==> config.mk <==
export PLATFORM = sky130hd
export DESIGN_NAME = i2c_eeprom_target
export DESIGN_NICKNAME = d
export VERILOG_FILES = /design/src/rtl/autosel_i2c_pkg.sv /design/src/rtl/i2c_bus_sync.sv /design/src/rtl/i2c_eeprom_target.sv
export SDC_FILE = /design/constraint.sdc
export NUM_CORES = 1
export LEC_CHECK = 0
export CAP_MARGIN = 15
export CORE_MARGIN = 1
export CORE_UTILIZATION = 56
export DETAILED_ROUTE_END_ITERATION = 16
export GPL_TIMING_DRIVEN = 0
export PLACE_DENSITY = 0.81
export SLEW_MARGIN = 10
export SYNTH_ARGS = -nofsm -noshare
export SYNTH_HDL_FRONTEND = slang
export SYNTH_SLANG_ARGS = --single-unit
==> constraint.sdc <==
create_clock -name clk -period 6.6 [get_ports clk]
set_input_delay 1.98 -clock clk [delete_from_list [all_inputs] [get_ports clk]]
set_output_delay 1.98 -clock clk [all_outputs]
set_load 0.1 [all_outputs]
==> src/rtl/autosel_i2c_pkg.sv <==
// Shared I2C definitions for the autosel controller and the EEPROM target model.
package autosel_i2c_pkg;

  typedef enum logic [3:0] {
    ST_IDLE,
    ST_ADDR,
    ST_ACK_ADDR,
    ST_WORD,
    ST_ACK_WORD,
    ST_WDATA,
    ST_ACK_WDATA,
    ST_RDATA,
    ST_RACK,
    ST_WAIT_STOP
  } i2c_state_t;

  // Level on SDA during the 9th clock of a byte.
  localparam logic I2C_ACK  = 1'b0;
  localparam logic I2C_NACK = 1'b1;

  // Position of the R/W flag inside the address byte (1 = read).
  localparam int I2C_RW_BIT = 0;

endpackage

==> src/rtl/i2c_bus_sync.sv <==
// Synchronizes SCL/SDA into clk and derives SCL edges and START/STOP events.
module i2c_bus_sync (
  input  logic clk,
  input  logic rst,
  input  logic scl_i,
  input  logic sda_i,
  output logic scl_rise,
  output logic scl_fall,
  output logic start,
  output logic stop,
  output logic sda_s
);

  // [0],[1] form the 2-flop synchronizer; [2] holds the previous synced sample.
  logic [2:0] scl_q;
  logic [2:0] sda_q;
  logic       scl_hold;

  // Shift the raw bus levels through the synchronizer and history flops.
  // NOTE: reset to 1 (idle bus level) so leaving reset never fakes a START.
  always_ff @(posedge clk or posedge rst) begin
    if (rst) begin
      scl_q <= '1;
      sda_q <= '1;
    end else begin
      scl_q <= {scl_q[1:0], scl_i};
      sda_q <= {sda_q[1:0], sda_i};
    end
  end

  // SCL high in both samples: an SDA edge here is a bus condition, while an
  // SDA edge coinciding with an SCL edge is treated as ordinary data.
  assign scl_hold = scl_q[1] & scl_q[2];
  assign scl_rise = scl_q[1] & ~scl_q[2];
  assign scl_fall = ~scl_q[1] & scl_q[2];
  assign start    = scl_hold & ~sda_q[1] & sda_q[2];
  assign stop     = scl_hold & sda_q[1] & ~sda_q[2];
  assign sda_s    = sda_q[1];

endmodule

==> src/rtl/i2c_eeprom_target.sv <==
// I2C target emulating a small 24Cxx EEPROM: word-address pointer,
// sequential writes and reads, no clock stretching.
module i2c_eeprom_target
  import autosel_i2c_pkg::*;
#(
  parameter logic [6:0] I2C_ADDR  = 7'h50,
  parameter int         ADDR_BITS = 4
) (
  input  logic                 clk,
  input  logic                 rst,
  input  logic                 scl_i,
  input  logic                 sda_i,
  output logic                 sda_o,
  output logic                 sda_oe,
  output logic                 busy,
  output logic                 wr_strobe,
  output logic [ADDR_BITS-1:0] wr_addr,
  output logic [7:0]           wr_data
);

  localparam int DEPTH = 2 ** ADDR_BITS;

  logic scl_rise, scl_fall, start, stop, sda_s;

  i2c_state_t           state;
  logic [3:0]           bit_cnt;   // SCL rises seen in the current byte
  logic [7:0]           shift;     // receive shifter, or transmit byte
  logic [7:0]           rx_byte;   // shifter contents including the bit on SDA now
  logic [ADDR_BITS-1:0] ptr;
  logic [7:0]           mem [DEPTH];
  logic                 rw;
  logic                 nack;

  i2c_bus_sync u_sync (
    .clk      (clk),
    .rst      (rst),
    .scl_i    (scl_i),
    .sda_i    (sda_i),
    .scl_rise (scl_rise),
    .scl_fall (scl_fall),
    .start    (start),
    .stop     (stop),
    .sda_s    (sda_s)
  );

  assign sda_o   = 1'b0;
  assign rx_byte = {shift[6:0], sda_s};

  // Protocol FSM; owns the pointer, the memory array and every output register.
  always_ff @(posedge clk or posedge rst) begin
    if (rst) begin
      state     <= ST_IDLE;
      bit_cnt   <= '0;
      shift     <= '0;
      ptr       <= '0;
      rw        <= 1'b0;
      nack      <= 1'b0;
      sda_oe    <= 1'b0;
      busy      <= 1'b0;
      wr_strobe <= 1'b0;
      wr_addr   <= '0;
      wr_data   <= '0;
      // NOTE: the array is reset on purpose -- it must read back 0x00 after
      // every reset, which a plain RAM macro would not guarantee.
      mem       <= '{default: '0};
    end else begin
      wr_strobe <= 1'b0;
      if (start) begin
        state   <= ST_ADDR;
        bit_cnt <= '0;
        sda_oe  <= 1'b0;
      end else if (stop) begin
        state  <= ST_IDLE;
        sda_oe <= 1'b0;
        busy   <= 1'b0;
      end else begin
        // NOTE: the explicit default keeps unused encodings recoverable.
        case (state)
          ST_ADDR, ST_WORD, ST_WDATA: begin
            if (scl_rise && bit_cnt < 4'd8) begin
              shift   <= rx_byte;
              bit_cnt <= bit_cnt + 4'd1;
              if (bit_cnt == 4'd7 && state == ST_WORD) begin
                ptr <= rx_byte[ADDR_BITS-1:0];
              end
              if (bit_cnt == 4'd7 && state == ST_WDATA) begin
                mem[ptr]  <= rx_byte;
                wr_strobe <= 1'b1;
                wr_addr   <= ptr;
                wr_data   <= rx_byte;
                ptr       <= ptr + ADDR_BITS'(1);
              end
            end else if (scl_fall && bit_cnt == 4'd8) begin
              bit_cnt <= '0;
              if (state == ST_ADDR) begin
                if (shift[7:1] == I2C_ADDR) begin
                  state  <= ST_ACK_ADDR;
                  sda_oe <= 1'b1;
                  busy   <= 1'b1;
                  rw     <= shift[I2C_RW_BIT];
                end else begin
                  state <= ST_WAIT_STOP;
                end
              end else begin
                sda_oe <= 1'b1;
                state  <= (state == ST_WORD) ? ST_ACK_WORD : ST_ACK_WDATA;
              end
            end
          end
          ST_ACK_ADDR: begin
            if (scl_fall) begin
              bit_cnt <= '0;
              if (rw) begin
                state  <= ST_RDATA;
                shift  <= mem[ptr];
                sda_oe <= ~mem[ptr][7];
              end else begin
                state  <= ST_WORD;
                sda_oe <= 1'b0;
              end
            end
          end
          ST_ACK_WORD, ST_ACK_WDATA: begin
            if (scl_fall) begin
              state   <= ST_WDATA;
              bit_cnt <= '0;
              sda_oe  <= 1'b0;
            end
          end
          ST_RDATA: begin
            if (scl_rise && bit_cnt < 4'd8) begin
              bit_cnt <= bit_cnt + 4'd1;
              if (bit_cnt == 4'd7) begin
                ptr <= ptr + ADDR_BITS'(1);
              end
            end else if (scl_fall && bit_cnt == 4'd8) begin
              state  <= ST_RACK;
              sda_oe <= 1'b0;
            end else if (scl_fall && bit_cnt != 4'd0) begin
              shift  <= {shift[6:0], 1'b0};
              sda_oe <= ~shift[6];
            end
          end
          ST_RACK: begin
            if (scl_rise) begin
              nack <= (sda_s == I2C_NACK);
            end else if (scl_fall) begin
              bit_cnt <= '0;
              if (nack) begin
                state <= ST_WAIT_STOP;
                busy  <= 1'b0;
              end else begin
                state  <= ST_RDATA;
                shift  <= mem[ptr];
                sda_oe <= ~mem[ptr][7];
              end
            end
          end
          ST_IDLE, ST_WAIT_STOP: begin
            sda_oe <= 1'b0;
          end
          default: begin
            state  <= ST_IDLE;
            sda_oe <= 1'b0;
          end
        endcase
      end
    end
  end

endmodule

# Yosys cells after proc, flatten, opt, wreduce, memory -nomap -nowiden
# Index checks and enable logic that the tools add are counted.
[op_classes]
bitwise = 17
addsub = 2
reduce_logical = 25
order_cmp = 3
n_eq_ne = 47
n_mux = 75
[ops]
columns = ["cell", "n"]
rows = [
  ["bitwise mux 128 bit", 1],
  ["2-to-1 mux 4 bit", 25],
  ["2-to-1 mux 8 bit", 12],
  ["inequality test 4 bit, second input constant", 10],
  ["inequality test 3 bit, second input constant", 11],
  ["binary-select mux 8 bit (select 4 bit)", 1],
  ["demux 8 bit (select 4 bit)", 1],
  ["one-hot mux 8 bit (4 select lines)", 1],
  ["2-to-1 mux 1 bit", 27],
  ["inequality test 2 bit, second input constant", 12],
  ["one-hot mux 4 bit (6 select lines)", 1],
  ["== test 4 x 3 -> 1 bit, second input constant", 5],
  ["AND reduction 9 bit", 2],
  ["one-hot mux 4 bit (4 select lines)", 1],
  ["AND reduction 7 bit", 2],
  ["== test 4 bit, second input constant", 3],
  ["AND reduction 12 bit", 1],
  ["inequality test 5 bit, second input constant", 2],
  ["AND reduction 10 bit", 1],
  ["AND reduction 5 bit", 2],
  ["NOT 1 bit", 9],
  ["adder 4 x 1 -> 4 bit, second input constant", 2],
  ["== test 4 x 2 -> 1 bit, second input constant", 2],
  ["one-hot mux 4 bit (2 select lines)", 1],
  ["other kinds (20)", 34],
]
[word_totals]
register_bits = 171
output_inout_bits = 16

# Logic depth before layout (Yosys ltp)
# Gate-level depths: netlist of the first run.
[logic_depth]
ltp_word = 11
mapped_depth = 8
depth_no_buf = 7

# Modules after synthesis
# Synthesis of the first run repeated with hierarchy kept, for this count alone.
[unflattened]
hier_cells = 610
hier_area_um2 = 8431.8
[by_module_without_submodules]
columns = ["mod", "cells_each", "area_each_um2", "instances", "seq_area_each_um2"]
rows = [
  ["i2c_eeprom_target", 599, 8237.9, 1, 4129.0],
  ["i2c_bus_sync", 11, 193.9, 1, 157.7],
]

# Least setup slack after synthesis of the first run
# OpenSTA, ideal clock, no wires.
[synth_timing]
kind = "reg-to-output"
startpoint = "reg busy"
endpoint = "out busy"
arrival_time_ns = 0.898
required_ns = 4.620
slack_ns = 3.722
path_stages_with_launch = 1
cell_sequence = "dfrtp_1"
[synth_rtl]
columns = ["element", "line", "rtl"]
rows = [
  ["from (decl)", "i2c_eeprom_target.sv:15", "output logic busy,"],
  ["from (signal assigned)", "i2c_eeprom_target.sv:59", "busy <= 1'b0;"],
  ["from (signal assigned)", "i2c_eeprom_target.sv:75", "busy <= 1'b0;"],
  ["from (signal assigned)", "i2c_eeprom_target.sv:99", "busy <= 1'b1;"],
]
# No word-level cell between the ends.

# Final worst setup path of the first run
[layout_timing]
startpoint = "reg wr_data[2]"
endpoint = "out wr_data[2]"
[layout_rtl]
columns = ["element", "line", "rtl"]
rows = [
  ["from (decl)", "i2c_eeprom_target.sv:18", "output logic [7:0] wr_data"],
  ["from (signal assigned)", "i2c_eeprom_target.sv:90", "wr_data <= rx_byte;"],
]
# No word-level cell between the ends.

==> metrics, run 1 <==
outcome completed; fill count 1038; Critical Path Sink Type output pin; critical path class reg -> out; Slew Limit Headroom between 30 and 40%; max frequency 255 MHz; vias in the first global route 5998; Comb power frac 22.7%; Final TNS setup 0 ns; R2R setup slack 3.59 ns; ys flop type dfrtp_1; CP max FO 2; register bit total from synthesis 171; max_cap viols 0; leakage power 4.44 nW; DR vias roughly 5500; Slew Viols, Final 0; R2R depth 8; post-synth cell types 63; hold path depth 0; clk buf depth 2; H-tree depth 4; Setup crit start kind flip-flop; via density per instance about 6.4; Crit path arrival time about 1.9 ns; share of post-route cells with drive strength above 1 40.0%; die area 15500 µm²; Crit. Startpoint wr_data[2]$_DFFE_PP0P_; HP Class reg -> reg; FF/Latch Area 4290 µm²; Root Buffer clkbuf_16; register area share after synthesis 51.0%; Layout area overhead 12.8%; CTS tree done; synthesized area 8400 µm²; first-pass iteration count of the detailed router 5; Clk pin slew, worst setup/hold paths 0.07 ns; hold path start u_sync.sda_q[0]$_DFF_PP1_; EDFF count, synth 0; final WL between 20000 and 25000 µm; PD cells 289 nW/µm²; Final #Nets 671; Clk pwr share 36.1%; Total GRT Usage between 20% and 30%; Synthesis Warnings 0; hpwl dp ~14000 µm; CP Depth 1; CP Buf/Inv Count 1; syn avg cell area 13.5 µm²; Resized cells post-CTS 0; crit-path leading delay family buffers and inverters; multi-input logic area 3810 µm²; RSZ-0062 raised after global routing false; IO Count 20; 1st-iter DRT viols 451; Post-CTS Hold Buffers 0; initial core utilization 57.6%; DRC viols 0; Core Util, Final 64.9%; share of power burned in registers 41.1%; Internal 1.88 mW; initial antenna violation count 0; Placeable Area 14600 µm²; global-route congestion overflow total 0; DR WL/cell 23.4 µm; dominant cell type by area after synthesis dfrtp_1; pin count of the biggest net entering global routing 40; R2R Path Start ptr[1]$_DFFE_PP0P_; Net Count, Synth 630; first-pass GRT wire length 32600 µm; clk_skew 0.00988 ns; switching share of power 31.3%; cells after synthesis 620; final hold vios 0; row cnt 44; worst slew pin tran around 1.0 ns; Sink Count about 170; Synth area leaders dfrtp_1 49%, mux2_2 21%, mux4_2 8.8%; PortBufs 18; # diodes 0; Largest stage delay, worst path 1.15 ns; fin crit share around 59%; worst flop-to-flop path endpoint mem[28]$_DFFE_PP0P_; antenna viol nets, final 0; async set-reset flop share out of synthesis 100%; GPL Wtd Cong 0.904; Die Y 124 µm; final setup fails 0; worst vdd ir 0.218 mV; switching pwr approximately 0.86 mW; clk_lat worst skew 0.42 ns; post-CTS setup buffer count 0; crit path capture wr_data[2]; CTS buffer count 17; min cycle time layout between 3 and 4 ns; die width 124 µm; critical-path cell list clkdlybuf4s50_1; Worst EP required 4.62 ns; top cell type's share of synthesized area ~49%; Crit-path slowest cell clkdlybuf4s50_1
[cells in the mapped netlist, types with 2 or more instances]
| cell type | count |
|---|---|
| nor4_1 | 3 |
| o21bai_1 | 4 |
| nor2b_1 | 6 |
| o211ai_1 | 8 |
| a31oi_1 | 2 |
| o22ai_1 | 2 |
| ha_1 | 6 |
| o221ai_1 | 2 |
| dfstp_2 | 6 |
| dfrtp_1 | 165 |
| a22oi_1 | 7 |
| mux4_2 | 33 |
| xnor2_1 | 2 |
| and2_1 | 2 |
| nor3b_1 | 3 |
| nor4_4 | 2 |
| buf_1 | 10 |
| clkbuf_1 | 19 |
| nand3_1 | 5 |
| nand3b_1 | 2 |
| nand2_1 | 20 |
| nand2b_1 | 5 |
| o21ai_0 | 12 |
| nor4b_1 | 2 |
| a21oi_1 | 13 |
| mux2i_1 | 9 |
| mux2_2 | 154 |
| inv_1 | 11 |
| and3_1 | 17 |
| or3b_2 | 2 |
| nor2_1 | 12 |
| nor3_1 | 10 |
| o31ai_1 | 2 |
| a22o_1 | 5 |
| buf_2 | 27 |
| and3b_1 | 2 |
| nor4b_2 | 2 |
[state kept, by name (all words and copies together), names as in the netlist]
| name | cells |
|---|---|
| mem | 128 |
| shift | 8 |
| wr_data | 8 |
| bit_cnt | 4 |
| ptr | 4 |
| state | 4 |
| wr_addr | 4 |
| u_sync.scl_q | 3 |
| u_sync.sda_q | 3 |
| busy | 1 |
| nack | 1 |
| rw | 1 |
| sda_oe | 1 |
| wr_strobe | 1 |
[stage by stage]
step	hold WS, ns	cells	area (µm²)	setup WS (ns)	total power [mW]
after global placement	0.349	822	8810	1.23	1.72
final	0.358	857	9470	2.68	2.74
after detailed placement	0.347	826	8890	3.10	1.75
after floorplan	0.345	620	8400	2.44	1.57
after CTS	0.360	857	9470	2.65	2.74
after global routing	0.362	857	9470	2.62	2.84
[placed cells by master, fill, tap and decap left out, types with 4 or more instances in the layout]
cell type,n
inv_1,10
ha_1,6
clkbuf_16,17
a21oi_1,13
dfstp_2,6
nand2_1,20
dfrtp_1,165
o21ai_0,12
a22o_1,5
buf_12,4
mux4_2,33
o211ai_1,8
nand3_1,5
mux2i_1,9
buf_1,10
clkdlybuf4s50_1,18
nand2b_1,5
nor2_1,12
nor3_1,10
clkbuf_1,21
buf_2,27
nor2b_1,6
a22oi_1,7
and3_1,17
mux2_2,154
o21bai_1,4
[how the worst min path moves through the flow]
| stage | to | slack, ns |
|---|---|---|
| after detailed placement | u_sync.scl_q[1]$_DFF_PP1_ | 0.35 |
| after CTS | u_sync.scl_q[1]$_DFF_PP1_ | 0.36 |
| final | u_sync.sda_q[1]$_DFF_PP1_ | 0.36 |
| after global routing | u_sync.scl_q[1]$_DFF_PP1_ | 0.36 |
| after floorplan | u_sync.scl_q[1]$_DFF_PP1_ | 0.35 |
| after global placement | u_sync.sda_q[1]$_DFF_PP1_ | 0.35 |
[cell families after synthesis]
kind of cell    Yosys count  synth area share, %
other cells               1               0.0447
compound gates           71                 5.81
flops                   171                 51.0
buf+inv                  69                 3.62
simple gates            104                 7.81
fa+ha+maj                 6                0.894
mux                     196                 30.6
xor+xnor                  2                0.209
[layer usage]
metal | vias up | part of all wire, % | global-route usage, %
met5 | - | 0 | 0
met4 | 0 | 4.1 | 13.4
met3 | 60 | 4.6 | 5.03
met2 | 190 | 51 | 46.5
met1 | 2905 | 41 | 34.7
li1 | 2372 | - | -
[power by group through the flow]
stage	Sequential, mW	Clock (mW)	Combinational, mW
after floorplan	1.15	0	0.423
after global placement	1.14	0	0.576
after detailed placement	1.14	0	0.603
after CTS	1.12	1.01	0.611
after global routing	1.13	1.04	0.670
final	1.13	0.988	0.622
[cell type report]
cell class                      count  area share [%]
Tap cell                          184            2.43
Multi-Input combinational cell    380            40.2
Clock inverter                     11            1.43
Sequential cell                   171            45.2
Clock buffer                       20            4.71
Timing Repair Buffer               22            2.75
Buffer                             58            2.77
Inverter                           11           0.475
Power figures use the tool's default switching activity.
==> inputs of run 2 (changes only) <==
==> constraint.sdc (replaced) <==
create_clock -name clk -period 3.25 [get_ports clk]
set_input_delay 0.975 -clock clk [delete_from_list [all_inputs] [get_ports clk]]
set_output_delay 0.975 -clock clk [all_outputs]
set_load 0.1 [all_outputs]
==> results of run 2 <==
The final DEF is identical to that of run 1. Status: completed.
Main changes from that run: setup slack after placement 3.10 ns -> 0.284 ns; setup slack after layout 2.68 ns -> 0.244 ns; start point of the critical path wr_data[2]$_DFFE_PP0P_ -> ptr[1]$_DFFE_PP0P_; end point of the critical path wr_data[2] -> mem[28]$_DFFE_PP0P_; register-to-register setup slack 3.59 ns -> 0.24 ns; total power 2.74 mW -> 5.56 mW; worst IR drop on VDD 0.218 mV -> 0.444 mV
==> inputs of run 3 (changes only) <==
--- a/config.mk
+++ b/config.mk
@@ -15,3 +15,4 @@
 export SYNTH_ARGS = -nofsm -noshare
 export SYNTH_HDL_FRONTEND = slang
 export SYNTH_SLANG_ARGS = --single-unit
+export TNS_END_PERCENT = 5
==> results of run 3 <==
The final DEF is identical to that of run 1. Status: completed.
Main changes from that run: setup slack after placement 3.10 ns -> 0.284 ns; setup slack after layout 2.68 ns -> 0.244 ns; start point of the critical path wr_data[2]$_DFFE_PP0P_ -> ptr[1]$_DFFE_PP0P_; end point of the critical path wr_data[2] -> mem[28]$_DFFE_PP0P_; register-to-register setup slack 3.59 ns -> 0.24 ns; total power 2.74 mW -> 5.56 mW; worst IR drop on VDD 0.218 mV -> 0.444 mV
